## config.mk

```make
export PLATFORM = sky130hd
export DESIGN_NAME = mux_scan_reg
export DESIGN_NICKNAME = d
export VERILOG_FILES = /design/src/rtl/mux_scan_reg.sv
export SDC_FILE = /design/constraint.sdc
export NUM_CORES = 1
export LEC_CHECK = 0
export ABC_AREA = 1
export BUFFER_PORTS_ARGS = -buffer_cell sky130_fd_sc_hd__buf_2
export CORE_UTILIZATION = 53
export DETAILED_ROUTE_END_ITERATION = 10
export GPL_TIMING_DRIVEN = 0
export PLACE_DENSITY = 0.78
export SLEW_MARGIN = 10
export SYNTH_ARGS = -nofsm -noshare
export SYNTH_HDL_FRONTEND = slang
export SYNTH_SLANG_ARGS = --single-unit
```

## constraint.sdc

```tcl
create_clock -name clk -period 2 [get_ports clk]
set_input_delay 0.6 -clock clk [delete_from_list [all_inputs] [get_ports clk]]
set_output_delay 0.6 -clock clk [all_outputs]
set_load 0.05 [all_outputs]
```

## src/rtl/mux_scan_reg.sv

```systemverilog
// Registered N-channel mux with manual select, auto-scan and valid/ready output.
// Optional O_par output enabled by defining MUX_SCAN_PARITY_EN.
module mux_scan_reg #(
    parameter int WIDTH    = 1,
    parameter int CHANNELS = 4,
    parameter int DWELL    = 4,
    localparam int SEL_W   = $clog2(CHANNELS)
) (
    input  logic                      clk,
    input  logic                      rst,
    input  logic [CHANNELS*WIDTH-1:0] I,
    input  logic [SEL_W-1:0]          S,
    input  logic                      mode,
    input  logic [CHANNELS-1:0]       mask,
    input  logic                      O_ready,
    output logic [WIDTH-1:0]          O,
    output logic                      O_valid,
    output logic [SEL_W-1:0]          O_ch
`ifdef MUX_SCAN_PARITY_EN
    ,
    output logic                      O_par
`endif
);

    localparam int CNT_W = $clog2(DWELL + 1);

    typedef enum logic [1:0] {IDLE, MANUAL, SCAN} state_t;

    state_t           st, nx_st;
    logic [SEL_W-1:0] ptr, nx_ptr;
    logic [CNT_W-1:0] cnt, nx_cnt;
    logic [WIDTH-1:0] nx_o;
    logic             nx_valid;
    logic [SEL_W-1:0] nx_ch;
    logic [SEL_W-1:0] sel;
    logic             take;
    logic [SEL_W-1:0] low_ch;
    logic [SEL_W-1:0] nxt_ch;
    logic             load;

    logic [WIDTH-1:0] chan [CHANNELS];

    for (genvar k = 0; k < CHANNELS; k++) begin : g_chan
        assign chan[k] = I[k*WIDTH +: WIDTH];
    end

    assign load = !O_valid || O_ready;

    // Descending loops so the lowest index / smallest offset wins.
    always_comb begin
        low_ch = '0;
        for (int k = CHANNELS - 1; k >= 0; k--) begin
            if (mask[k]) low_ch = SEL_W'(k);
        end
    end

    // Offset CHANNELS wraps to ptr itself: sole enabled channel repeats.
    always_comb begin
        nxt_ch = ptr;
        for (int k = CHANNELS; k >= 1; k--) begin
            if (mask[ptr + SEL_W'(k)]) nxt_ch = ptr + SEL_W'(k);
        end
    end

    always_comb begin
        nx_st    = st;
        nx_ptr   = ptr;
        nx_cnt   = cnt;
        nx_valid = O_valid;
        nx_ch    = O_ch;
        sel      = O_ch;
        take     = 1'b0;
        if (load) begin
            if (!mode) begin
                nx_st = MANUAL;
                sel   = S;
                take  = 1'b1;
            end else if (st != SCAN) begin
                nx_st = SCAN;
                if (mask != '0) begin
                    sel    = low_ch;
                    take   = 1'b1;
                    nx_ptr = low_ch;
                    nx_cnt = CNT_W'(1);
                end else begin
                    nx_valid = 1'b0;
                    nx_ptr   = '0;
                    nx_cnt   = '0;
                end
            end else if (mask == '0) begin
                nx_valid = 1'b0;
                nx_cnt   = '0;
            end else if (mask[ptr] && cnt != '0 && cnt < CNT_W'(DWELL)) begin
                sel    = ptr;
                take   = 1'b1;
                nx_cnt = cnt + CNT_W'(1);
            end else begin
                sel    = nxt_ch;
                take   = 1'b1;
                nx_ptr = nxt_ch;
                nx_cnt = CNT_W'(1);
            end
        end
        if (take) begin
            nx_valid = 1'b1;
            nx_ch    = sel;
        end
        nx_o = take ? chan[sel] : O;
    end

    always_ff @(posedge clk) begin
        if (rst) begin
            st      <= IDLE;
            ptr     <= '0;
            cnt     <= '0;
            O       <= '0;
            O_valid <= 1'b0;
            O_ch    <= '0;
        end else begin
            st      <= nx_st;
            ptr     <= nx_ptr;
            cnt     <= nx_cnt;
            O       <= nx_o;
            O_valid <= nx_valid;
            O_ch    <= nx_ch;
        end
    end

`ifdef MUX_SCAN_PARITY_EN
    always_ff @(posedge clk) begin
        if (rst) begin
            O_par <= 1'b0;
        end else if (take) begin
            O_par <= ^chan[sel];
        end
    end
`endif

endmodule

```

# After elaboration in Yosys (flattened, before gate mapping)
# Cells that the tools add are included.
# Widths: inputs -> output; s select.
# op_classes
eq_ne	4
n_lt_le_gt_ge	6
addsub	4
muxes	44
reduce_logical	14
bitwise	1
# op_table
cell	n
$mux 2	18
$mux 1	18
$lt 2x3->1 const B	4
$bmux 1 s2	5
$mux 3	3
$reduce_bool 3->1	2
$add 2x2->2 const B	2
$logic_not 4->1	1
$ne 2x2->1 const B	2
$reduce_and 2->1	2
$reduce_and 4->1	1
$reduce_bool 2->1	2
$reduce_bool 4->1	1
$add 3x1->3 const B	1
$ge 3x3->1 const B	1
$lt 3x3->1 const B	1
$ne 3x3->1 const B	1
$not 2->3	1
$reduce_and 3->1	1
$add 2x1->2 const B	1
$logic_and 1x1->1	2
$ne 2x1->1 const B	1
$logic_not 1->1	1
$logic_or 1x1->1	1
# totals
word_cells	79
regBits	11

# Logic depth before layout (Yosys ltp)
# logic_depth
depth_word	15
ltp_mapped	19

# Worst setup path after synthesis
# No wires, ideal clock.
# synth_timing
path_type	input to register
startpoint	in mask[3]
endpoint	reg O
path_slack_ns	0.277
required_ns	1.891
cell_stages	18
t_arrival_ns	1.614
setup_time_ns	0.109
n_path_buf	0
cell_sequence	inv_1 -> nand2_1 -> nand3_1 -> nand2_1 -> inv_1 -> nand2_1 -> nand2_2 -> nand2_1 -> nand2_1 -> nand3_2 -> nand3_2 -> nand2_2 -> nand2_2 -> nand2_1 -> nand3_1 -> nand3_1 -> nand2_1 -> inv_1
# synth_between
elab_chain_cells	14
# synth_lines
item	line	text
start: declaration	14	input logic [CHANNELS-1:0] mask,
$bmux 1 s2	61	if (mask[ptr + SEL_W'(k)]) nxt_ch = ptr + SEL_W'(k);
$mux 1 (not written as such)	61	
$mux 2 (3 in series)	61	
$mux 2	--	
$mux 2	90	end else if (mask == '0) begin
$mux 2	78	end else if (st != SCAN) begin
$mux 2	74	if (!mode) begin
$mux 2	73	if (load) begin
$not 2->3 (not written as such)	108	nx_o = take ? chan[sel] : O;
$bmux 1 s2	108	
$mux 1 (not written as such) (2 in series)	108	
end signal: assignment	123	O <= nx_o;
end: declaration	16	output logic [WIDTH-1:0] O,
# Several ways; a longest one is shown, not always the timed one. The select of a mux whose other input is x is not followed.
# A chain may end at the register's enable or synchronous reset.

# Worst setup path after layout
# layout_timing
startpoint	reg ptr[1]
endpoint	reg O
# layout_between
elab_chain_cells	15
# layout_lines
item	line	text
start: declaration	30	logic [SEL_W-1:0] ptr, nx_ptr;
start signal: assignment	121	ptr <= nx_ptr;
$add 2x2->2	61	
$bmux 1 s2	61	
$mux 1 (not written as such)	61	
$mux 2 (3 in series)	61	
$mux 2 (*)	--	
$mux 2 (*)	90	
$mux 2 (*)	78	
$mux 2 (*)	74	
$mux 2 (*)	73	
$not 2->3 (not written as such) (*)	108	
$bmux 1 s2 (*)	108	
$mux 1 (not written as such) (*) (2 in series)	108	
# Mark *: on every way between the ends. The rest lies on a longest branch, timed or not. The select of a mux whose other input is x is not followed.

==> reports/results.ini <==
[run_status]
status = complete, no violations

[setup_path]
path_max_fanout = 7
r2r_end = O
path_buf_inv = 4
reg2reg_slack_ps = 220
cp-start-kind = register
reg2reg_from = ptr[1]
reg2reg_depth = 17
slowest_stage = dfxtp_1
crit_start = ptr[1]
critical_path.endpoint = O
critPathMaxStageDelay_ps = 480
end_kind = register
required_ps = 2180
crit_chain = inv_2, nand2_1, nand2_1, nand2_1, nand2_1, inv_2, nand3_1, nand3_1, nand3_1, nand2_1, nand2_1, o21ai_4, inv_1, nand3_1, nand3_1, nand2_1, inv_1
cp.depth = 17
critPathArrivalTime_ps = 1970
path_class = reg2reg
cp_top_family = simple AND/OR/NAND/NOR gates
critPathMostFrequentCell = nand2_1

[floorplan]
dieArea_um2 = 1790
die_w_um = 42.3
initial_utilization_pct = 57.1
rows = 14
die_h_um = 42.3
num_io_pins = 18
coreArea_um2 = 1510

[yosys]
syn_nets = 161
synth_warnings = 0
synth.most_common_cell = nand2_1
synth_edf_count = 0
synth_ff_type = dfxtp_1
synth_largest_area_cell = dfxtp_1
syn_area_um2 = 861
synth.area.top_cells = dfxtp_1 26%, nand2_1 20%, inv_1 10%
syn_area_per_cell_um2 = 5.94
synth_top_area_share_pct = 25.6
netlist_instances = 145
synth_seq_area_share_pct = 25.6
async_reset_ff_share_pct = 0
yosys_register_bits = 11
netlist_top_cells_count = 45 x nand2_1, 23 x inv_1, 14 x nand3_1
synth_cell_types = 25

[route]
vias = 923
wire_per_inst_um = 10.0
top_layer = met4
wl_met3_um = 62
wirelength_met1_um = 853
avgViaCountPerCell = 5.10
routed_wl_um = 1820
postRouteAntennaNets = 0
drc_errors = 0
dr.pass1.iters = 4
drt_iter0_markers = 16
dr_wl_met2_um = 855

[timing]
hold_viol = 0
period_needed_ps = 1780
finalSetupViolations = 0
hold_slack_ps = 449
fmax_ghz = 0.561
final_max_slew_viol_count = 0
worst_slew_pin_slew_ps = 294
relSlewSlack_pct = 80.2
setup_tns_ps = 0
rsz0062_at_grt = no
finalClockSkew_ps = 0.983
fin_crit_sh_pct = 89.2

[final_layout]
diodes = 0
nets = 182
nFillCells = 158
drive_gt1_share_pct = 22.4
final_area_um2 = 987
multi_input_area_um2 = 503
final_cells = 181
area_growth_syn_to_layout_pct = 14.7
seq_area_um2 = 220

[grt]
grt-ovfl-total = 0
grt_pass1_vias = 823
grt_max_degree = 11
grt.total_usage_pct = 23.6
grt_antenna_before_repair = 0
grt_pass1_wl_um = 3280

[pwr]
vdd_drop_max_mv = 0.427
powerDensity_nw_per_um2 = 623
p_leak_nw = 0.559

[place]
place.gp.congestion = 0.787
placed_cells = 177
hpwl_um = 1480
port-buffer-count = 16
place_area_um2 = 961

[cts]
post-cts-setup-buffers = 0
cts_resized = 0
clockRootBuffer = clkbuf_4
clk_pin_slew_worst_paths_ps = 80
cts_tree = built
cts_buffers = 3
ctsHoldBuffers = 0
clk_latency_ps = 270
clockBufferDepth = 2
cts.sinks = 11
cts-htree-levels = 1

[flow_run]
maxCapViolations = 0

[min_path]
hold_path_class = reg2reg

[state kept, by name, indices dropped and copies added, names as in the netlist]
signal and flops:
O_ch 2, O 1, cnt 3, ptr 2, st 2, O_valid 1
[worst min-delay path by stage]
stage / cells after the start / from / endpoint
global placement: 2 / st[0] / st[0]
finish: 2 / st[0] / st[0]
global route: 2 / st[0] / st[0]
floorplan: 2 / st[0] / st[0]
CTS: 2 / st[0] / st[0]
detailed placement: 2 / st[0] / st[0]
[stage by stage]
stage / power, W / setup slack [ps] / utilization [%]
detailed placement: 0.000458 / -11.3 / 63.8
global placement: 0.000451 / 45.6 / 63.8
floorplan: 0.000410 / 277 / -
global route: 0.000657 / 21.9 / 65.5
finish: 0.000615 / 216 / 65.5
CTS: 0.000617 / 238 / 65.5
[cell families after synthesis]
group,synth area share [%]
AND/OR/NAND/NOR,42.2
AO/OA/AOI/OAI,13.4
flip-flops,25.6
buffers and inverters,16.0
adder cells (fa/ha/maj),2.91
[routing by layer]
layer | track usage, % | vias to the layer above
met5 | 0 | -
met4 | 10.6 | 0
met3 | 4.31 | 7
met2 | 38.5 | 17
met1 | 30.2 | 405
li1 | - | 494
[power breakdown]
part / total (W) / switching [W] / internal [W]
combinational: 0.000210 / 0.000139 / 0.0000710
sequential: 0.000244 / 0.0000105 / 0.000233
clock: 0.000162 / 0.0000844 / 0.0000773
[cell usage in the layout, fill, tap and decap left out]
cell type,instances
buf_2,16
o21ai_4,1
o21ai_1,3
inv_2,7
nand3_1,14
nand3_4,1
clkbuf_4,3
nor2_4,1
a311o_1,1
buf_4,1
nor2_1,12
o22ai_1,2
inv_6,1
clkbuf_1,1
nand2_2,3
dfxtp_1,11
nand4_1,1
nor3_1,1
ha_1,2
a211oi_1,1
clkbuf_2,1
a21oi_1,6
o32ai_1,1
clkinv_1,1
nand2_1,45
inv_1,23
o21ai_0,3
nand3_2,2
[layout make-up]
type	count	share of cell area (%)
clock buffers	4	2.66
flip-flops and latches	11	22.3
multi-input cells	100	51.0
inverters	32	12.7
repair buffers	16	8.11
well taps	16	2.03
plain buffers	2	1.27
[tightest hold or removal path, cell delays in order, from the launching register on]
cell     delay [ps]
dfxtp_1         310
inv_2            50
a21oi_1          50
Note: power is estimated with default switching activity, not from simulation.
